===== src/rtl/trigger_ctrl.sv =====
// Logic-analyser trigger controller: sequences fill, trigger wait and post-trigger
// capture for an external circular buffer-write stage.
module trigger_ctrl #(
    parameter int DATA_WIDTH = 8,
    parameter int ADDR_WIDTH = 4
) (
    input  logic                  clk,
    input  logic                  reset,
    input  logic                  arm,
    input  logic                  abort,
    input  logic [DATA_WIDTH-1:0] sample_in,
    input  logic [DATA_WIDTH-1:0] trig_mask,
    input  logic [DATA_WIDTH-1:0] trig_value,
    input  logic                  trig_edge,
    input  logic [ADDR_WIDTH-1:0] post_count,
    input  logic [ADDR_WIDTH-1:0] waddr,
    input  logic                  primed,
    output logic                  write_enable,
    output logic [DATA_WIDTH-1:0] data,
    output logic                  triggered,
    output logic [ADDR_WIDTH-1:0] trig_addr,
    output logic                  done,
    output logic [2:0]            state
);

    // state | meaning
    // IDLE  | waiting for arm, buffer not written
    // FILL  | writing until the buffer has wrapped once (pre-trigger history)
    // ARMED | writing, watching for the trigger condition
    // POST  | writing the remaining post-trigger samples
    // DONE  | capture complete, buffer frozen
    typedef enum logic [2:0] {
        IDLE  = 3'd0,
        FILL  = 3'd1,
        ARMED = 3'd2,
        POST  = 3'd3,
        DONE  = 3'd4
    } state_t;

    state_t                cur_state, nxt_state;
    logic                  trig_nxt;
    logic [ADDR_WIDTH-1:0] trig_addr_nxt;
    logic [ADDR_WIDTH-1:0] cnt, cnt_nxt;
    logic                  match, match_d, fire;

    assign match = (((sample_in ^ trig_value) & trig_mask) == '0);
    assign fire  = trig_edge ? (match & ~match_d) : match;

    always_ff @(posedge clk or negedge reset) begin
        if (!reset) begin
            cur_state <= IDLE;
            triggered <= 1'b0;
            trig_addr <= '0;
            cnt       <= '0;
            match_d   <= 1'b0;
        end else begin
            cur_state <= nxt_state;
            triggered <= trig_nxt;
            trig_addr <= trig_addr_nxt;
            cnt       <= cnt_nxt;
            match_d   <= match;
        end
    end

    always_comb begin
        nxt_state     = cur_state;
        trig_nxt      = triggered;
        trig_addr_nxt = trig_addr;
        cnt_nxt       = cnt;
        if (abort) begin
            nxt_state = IDLE;
            trig_nxt  = 1'b0;
        end else begin
            case (cur_state)
                IDLE, DONE: begin
                    if (arm) begin
                        nxt_state     = FILL;
                        trig_nxt      = 1'b0;
                        trig_addr_nxt = '0;
                    end
                end
                FILL: begin
                    if (primed) nxt_state = ARMED;
                end
                ARMED: begin
                    if (fire) begin
                        trig_nxt      = 1'b1;
                        trig_addr_nxt = waddr;
                        cnt_nxt       = post_count;
                        nxt_state     = (post_count == '0) ? DONE : POST;
                    end
                end
                POST: begin
                    // a zero count cannot occur here, but it must not wrap if it did
                    if (cnt != '0) cnt_nxt = cnt - 1'b1;
                    if (cnt <= 1) nxt_state = DONE;
                end
                default: nxt_state = IDLE;
            endcase
        end
    end

    assign data         = sample_in;
    assign write_enable = (cur_state == FILL) || (cur_state == ARMED) || (cur_state == POST);
    assign done         = (cur_state == DONE);
    assign state        = cur_state;

endmodule


===== config.mk =====
export PLATFORM = sky130hd
export DESIGN_NAME = trigger_ctrl
export DESIGN_NICKNAME = d
export VERILOG_FILES = /design/src/rtl/trigger_ctrl.sv
export SDC_FILE = /design/constraint.sdc
export NUM_CORES = 1
export LEC_CHECK = 0
export CORE_MARGIN = 3
export CORE_UTILIZATION = 40
export CTS_BUF_LIST = sky130_fd_sc_hd__clkbuf_16
export CTS_CLUSTER_SIZE = 16
export DETAILED_ROUTE_END_ITERATION = 7
export GPL_TIMING_DRIVEN = 0
export HOLD_SLACK_MARGIN = 0.1
export PLACE_DENSITY = 0.92
export SLEW_MARGIN = 40
export SYNTH_ARGS = -nofsm -noshare
export SYNTH_HDL_FRONTEND = slang
export SYNTH_SLANG_ARGS = --single-unit
export TNS_END_PERCENT = 30

===== constraint.sdc =====
create_clock -name clk -period 4.34 [get_ports clk]
set_input_delay 0.434 -clock clk [delete_from_list [all_inputs] [get_ports clk]]
set_output_delay 0.434 -clock clk [all_outputs]
set_load 0.005 [all_outputs]

# Word-level counts from Yosys, hierarchy flattened
# Cells that the tools add are included.
[classes]
n_eq_ne = 11
n_reduce_logical = 14
add_sub_neg = 1
n_bitwise = 5
n_lt_le_gt_ge = 1
n_mux = 18
[op_table]
columns = ["operator", "count"]
rows = [
  ["3-bit 2-to-1 mux", 6],
  ["4-bit 2-to-1 mux", 4],
  ["4-bit case mux with 2 select lines", 2],
  ["3-bit != test, second input constant", 4],
  ["3-bit case mux with 4 select lines", 1],
  ["4-bit AND reduction", 3],
  ["8-bit AND", 1],
  ["8-bit logical NOT", 1],
  ["8-bit XOR", 1],
  ["3-bit by 2-bit equality test with 1-bit output, second input constant", 2],
  ["2-bit != test, second input constant", 3],
  ["4-bit by 1-bit <= comparator with 1-bit output, second input constant", 1],
  ["4-bit logical NOT", 1],
  ["1-bit 2-to-1 mux", 4],
  ["2-bit nonzero test", 2],
  ["4-bit nonzero test", 1],
  ["4-bit by 1-bit subtractor with 4-bit output, second input constant", 1],
  ["3-bit by 1-bit equality test with 1-bit output, second input constant", 1],
  ["3-bit equality test, second input constant", 1],
  ["3-bit logical NOT", 1],
  ["3-bit AND reduction", 1],
  ["3-bit nonzero test", 1],
  ["1-bit logical OR", 2],
  ["1-bit NOT", 2],
  ["other kinds (3)", 3],
]
[totals]
register_bits = 13
input_bits = 38
out_inout_bits = 18

# Longest topological paths before layout
[depth]
word_depth = 8
ltp_mapped = 6
depth_no_buf = 6

# Least setup slack after synthesis
# OpenSTA, ideal clock, no wires.
[synth_timing]
path_kind = "input port to flip-flop"
from = "in trig_value[7]"
to = "reg cnt[0]"
path_stages = 5
setup_slack_ns = 2.520
arrival_time_ns = 1.700
required_ns = 4.220
setup_time_ns = 0.120
path_buffers = 0
path_cell_list = "xor2_1 > a221o_2 > or2_4 > o311a_1 > a31o_1"
[synth_via]
elab_chain_cells = 7
[synth_lines]
columns = ["item", "line_no", "text"]
rows = [
  ["start: declaration", "13", "input logic [DATA_WIDTH-1:0] trig_value,"],
  ["8-bit XOR *", "46", "assign match = (((sample_in ^ trig_value) & trig_mask) == '0);"],
  ["8-bit AND *", "46", ""],
  ["8-bit logical NOT *", "46", ""],
  ["1-bit AND", "47", "assign fire = trig_edge ? (match & ~match_d) : match;"],
  ["1-bit 2-to-1 mux *", "47", ""],
  ["2-bit != test (no source line) *", "n/a", ""],
  ["4-bit AND reduction (no source line) *", "n/a", ""],
  ["end signal: assignment", "60", "cnt <= cnt_nxt;"],
  ["end: declaration", "43", "logic [ADDR_WIDTH-1:0] cnt, cnt_nxt;"],
]
# Every way passes the cells marked *; elsewhere a longest branch is shown, timed or not.
# A chain may end at the register's enable or synchronous reset.

# Worst setup path after layout
[layout_timing]
from = "in sample_in[6]"
to = "reg trig_addr[1]"
[layout_via]
elab_chain_cells = 7
[layout_lines]
columns = ["item", "line_no", "text"]
rows = [
  ["start: declaration", "11", "input logic [DATA_WIDTH-1:0] sample_in,"],
  ["8-bit XOR *", "46", ""],
  ["8-bit AND *", "46", ""],
  ["8-bit logical NOT *", "46", ""],
  ["1-bit AND", "47", ""],
  ["1-bit 2-to-1 mux *", "47", ""],
  ["2-bit != test (no source line) *", "n/a", ""],
  ["4-bit AND reduction (no source line) *", "n/a", ""],
  ["end signal: assignment", "59", "trig_addr <= trig_addr_nxt;"],
  ["end: declaration", "21", "output logic [ADDR_WIDTH-1:0] trig_addr,"],
]
# Marked as above.

==> flow_metrics.env <==
export IMPL_status="complete, no violations"
export IMPL_hold_violations=0
export IMPL_num_rows=17
export IMPL_dp_hpwl_um=2250
export IMPL_hp_class="flop to flop"
export IMPL_syn_to_final_growth_pct=68.5
export IMPL_cts_setup_buffers=0
export IMPL_min_from="triggered"
export IMPL_cp_slowest_cell="clkdlybuf4s50_1"
export IMPL_ys_types=39
export IMPL_numCtsBuffers=3
export IMPL_cpPeakStageDelay_ps=430
export IMPL_die_h_um=55.2
export IMPL_path_max_fanout=7
export IMPL_finalSetupViolations=0
export IMPL_portBuffers=55
export IMPL_fp_coreArea_sq_um=2250
export IMPL_yosys_warnings=0
export IMPL_overflow=0
export IMPL_die_area_sq_um=3050
export IMPL_clock_sinks=13
export IMPL_drt_total_wl_um=2790
export IMPL_synth_async_reset_ratio=1.00
export IMPL_htree_levels=1
export IMPL_drt_first_pass_iters=4
export IMPL_grt_pass1_vias=1060
export IMPL_start_util=0.430
export IMPL_r2r_start="state[1]"
export IMPL_final_nets=206
export IMPL_ios=56
export IMPL_antenna_found_initial=0
export IMPL_critPathArrivalTime_ps=2280
export IMPL_fill_cells=163
export IMPL_antenna_cells=0
export IMPL_synth_edf_count=0
export IMPL_first_iter_violations=28
export IMPL_gp_congestion=0.891
export IMPL_power_density_nw_per_um2=305
export IMPL_worstSkewPairLatency_ps=240
export IMPL_placed_cell_area_sq_um=1560
export IMPL_syn_cell_area_sq_um=970
export IMPL_worstMarginPinSlew_ps=771
export IMPL_drive_gt1_frac=0.134
export IMPL_ys_seq_elements=13
export IMPL_worstSetupEndpointType="flop"
export IMPL_avgSynthCellArea_sq_um=9.24
export IMPL_ant_nets=0
export IMPL_tns_ps=0
export IMPL_fin_skew_ps=3.01
export IMPL_p_leak_uw=0.000711
export IMPL_die_width_um=55.2
export IMPL_design_area_sq_um=1630
export IMPL_hold_buffers=0
export IMPL_worst_setup_path_start_kind="input pin"
export IMPL_clock_root_buffer="clkbuf_16"
export IMPL_grt_max_degree=14
export IMPL_fmax_ghz=0.464
export IMPL_path_cells="clkdlybuf4s50_1 > xor2_1 > a22oi_1 > nand3_2 > nor3_4 > mux2_2"
export IMPL_post_drt_wl_per_cell_um=14.5
export IMPL_avgViaCountPerCell=5.37
export IMPL_drcViolationCount=0
export IMPL_required_ps=4470
export IMPL_syn_inst=105
export IMPL_ys_flop_type="dfrtp_1"
export IMPL_grtUsageTotal=0.186
export IMPL_maxSlewViolCount=0
export IMPL_cts_tree="built"
export IMPL_clkTransAtPathRegs_ps=40
export IMPL_synth_seq_area_share=0.335
export IMPL_critPathKind="input pin to flop"
export IMPL_period_share=0.497
export IMPL_fin_crit_ps=2160
export IMPL_crit_start="sample_in[6]"
export IMPL_cts_resized=0
export IMPL_grt_pass1_wl_um=4550
export IMPL_rsz0062_at_grt="false"
export IMPL_vias=1031
export IMPL_slew_headroom=0.482
export IMPL_syn_nets=146
export IMPL_clockBufferDepth=2
export IMPL_ir_worst_vdd_mv=0.239
export IMPL_drv_cap=0
-- synth_stat cells (all sizes together) (4+ instances only) --
library cell  count  area [sq um]
nand2             4          15.0
nor2              9          33.8
buf               8          60.1
a21oi             4          20.0
mux2              4          45.0
o21ai             4          20.0
nor2b             5          31.3
xor2              8          70.1
dfrtp            13           325
nand3             5          30.0
inv               5          18.8
-- flip-flops by register name (all words and copies together) (netlist names) --
signal and count:
state 3, triggered 1, cnt 4, match_d 1, trig_addr 4
-- per-layer routing --
layer | wire length, um | global-route usage | part of all wire
met5 | 0 | 0 | 0
met3 | 209 | 0.0350 | 0.075
met1 | 1110 | 0.201 | 0.40
met2 | 1380 | 0.333 | 0.49
met4 | 90 | 0.108 | 0.032
-- logic make-up after synthesis --
kind of cell / after synthesis / synth area share
compound gates: 27 / 0.206
simple gates: 36 / 0.215
buf+inv: 14 / 0.0852
xor+xnor: 8 / 0.0723
mux: 4 / 0.0464
flops: 13 / 0.335
fa+ha+maj: 3 / 0.0387
-- final cells by class --
cell class                      count  area (sq um)  area share
Buffer                              9          63.8      0.0391
Multi-Input combinational cell     78           562       0.344
Tap cell                           28          35.0      0.0214
Inverter                            5          18.8      0.0115
Clock inverter                      1          3.75     0.00230
Clock buffer                        3          75.1      0.0459
Timing Repair Buffer               55           551       0.337
Sequential cell                    13           325       0.199
-- per-stage QoR --
stage / setup slack [ps] / hold slack [ps] / utilization / cells / power [uW]
floorplan: 2520 / 138 / - / 105 / 247
global placement: 1980 / 466 / 0.690 / 188 / 319
detailed placement: 1940 / 469 / 0.690 / 188 / 325
finish: 2180 / 475 / 0.725 / 192 / 499
CTS: 2180 / 478 / 0.725 / 192 / 500
global route: 2090 / 495 / 0.725 / 192 / 527
-- path summary, 6_finish.rpt --
kind | slack [ps] | depth (start not counted) | endpoint
worst min-delay path | 470 | 1 | triggered
worst max register to register | 2500 | 5 | cnt[0]
worst min register to register | 470 | 1 | triggered
max in group asynchronous | 3380 | 1 | triggered
worst max-delay path | 2180 | 6 | trig_addr[1]
min in group asynchronous | 570 | 1 | cnt[1]
-- cell usage in the layout (no fill, tap or decap), types with 2 or more instances in the layout --
master / instances
a22oi_1: 3
nor2_1: 9
dfrtp_1: 13
o2bb2ai_1: 2
nor3_1: 2
xor2_1: 8
ha_1: 3
clkbuf_16: 3
buf_4: 8
nand2b_1: 3
nor2b_1: 5
a21oi_1: 4
nand2_1: 4
a2bb2oi_1: 2
nor4_1: 2
nand3_1: 4
clkdlybuf4s50_1: 55
o21ai_0: 3
inv_1: 6
mux2_2: 4
-- report_power, final --
part	leakage [uW]	total [uW]	switching, uW	internal (uW)
combinational	0.000492	172	76.7	95.2
clock	0.0000423	173	51.4	122
sequential	0.000177	154	15.3	139
total	0.000711	499	144	356
-- worst max-delay path, delay by kind of cell --
kind	cells	cell delay (ps)
multiplexers	1	380
buffers and inverters	1	430
XOR/XNOR	1	150
AND/OR/NAND/NOR	2	650
AO/OA/AOI/OAI	1	230
No activity file was read; power rests on OpenSTA's default activity.
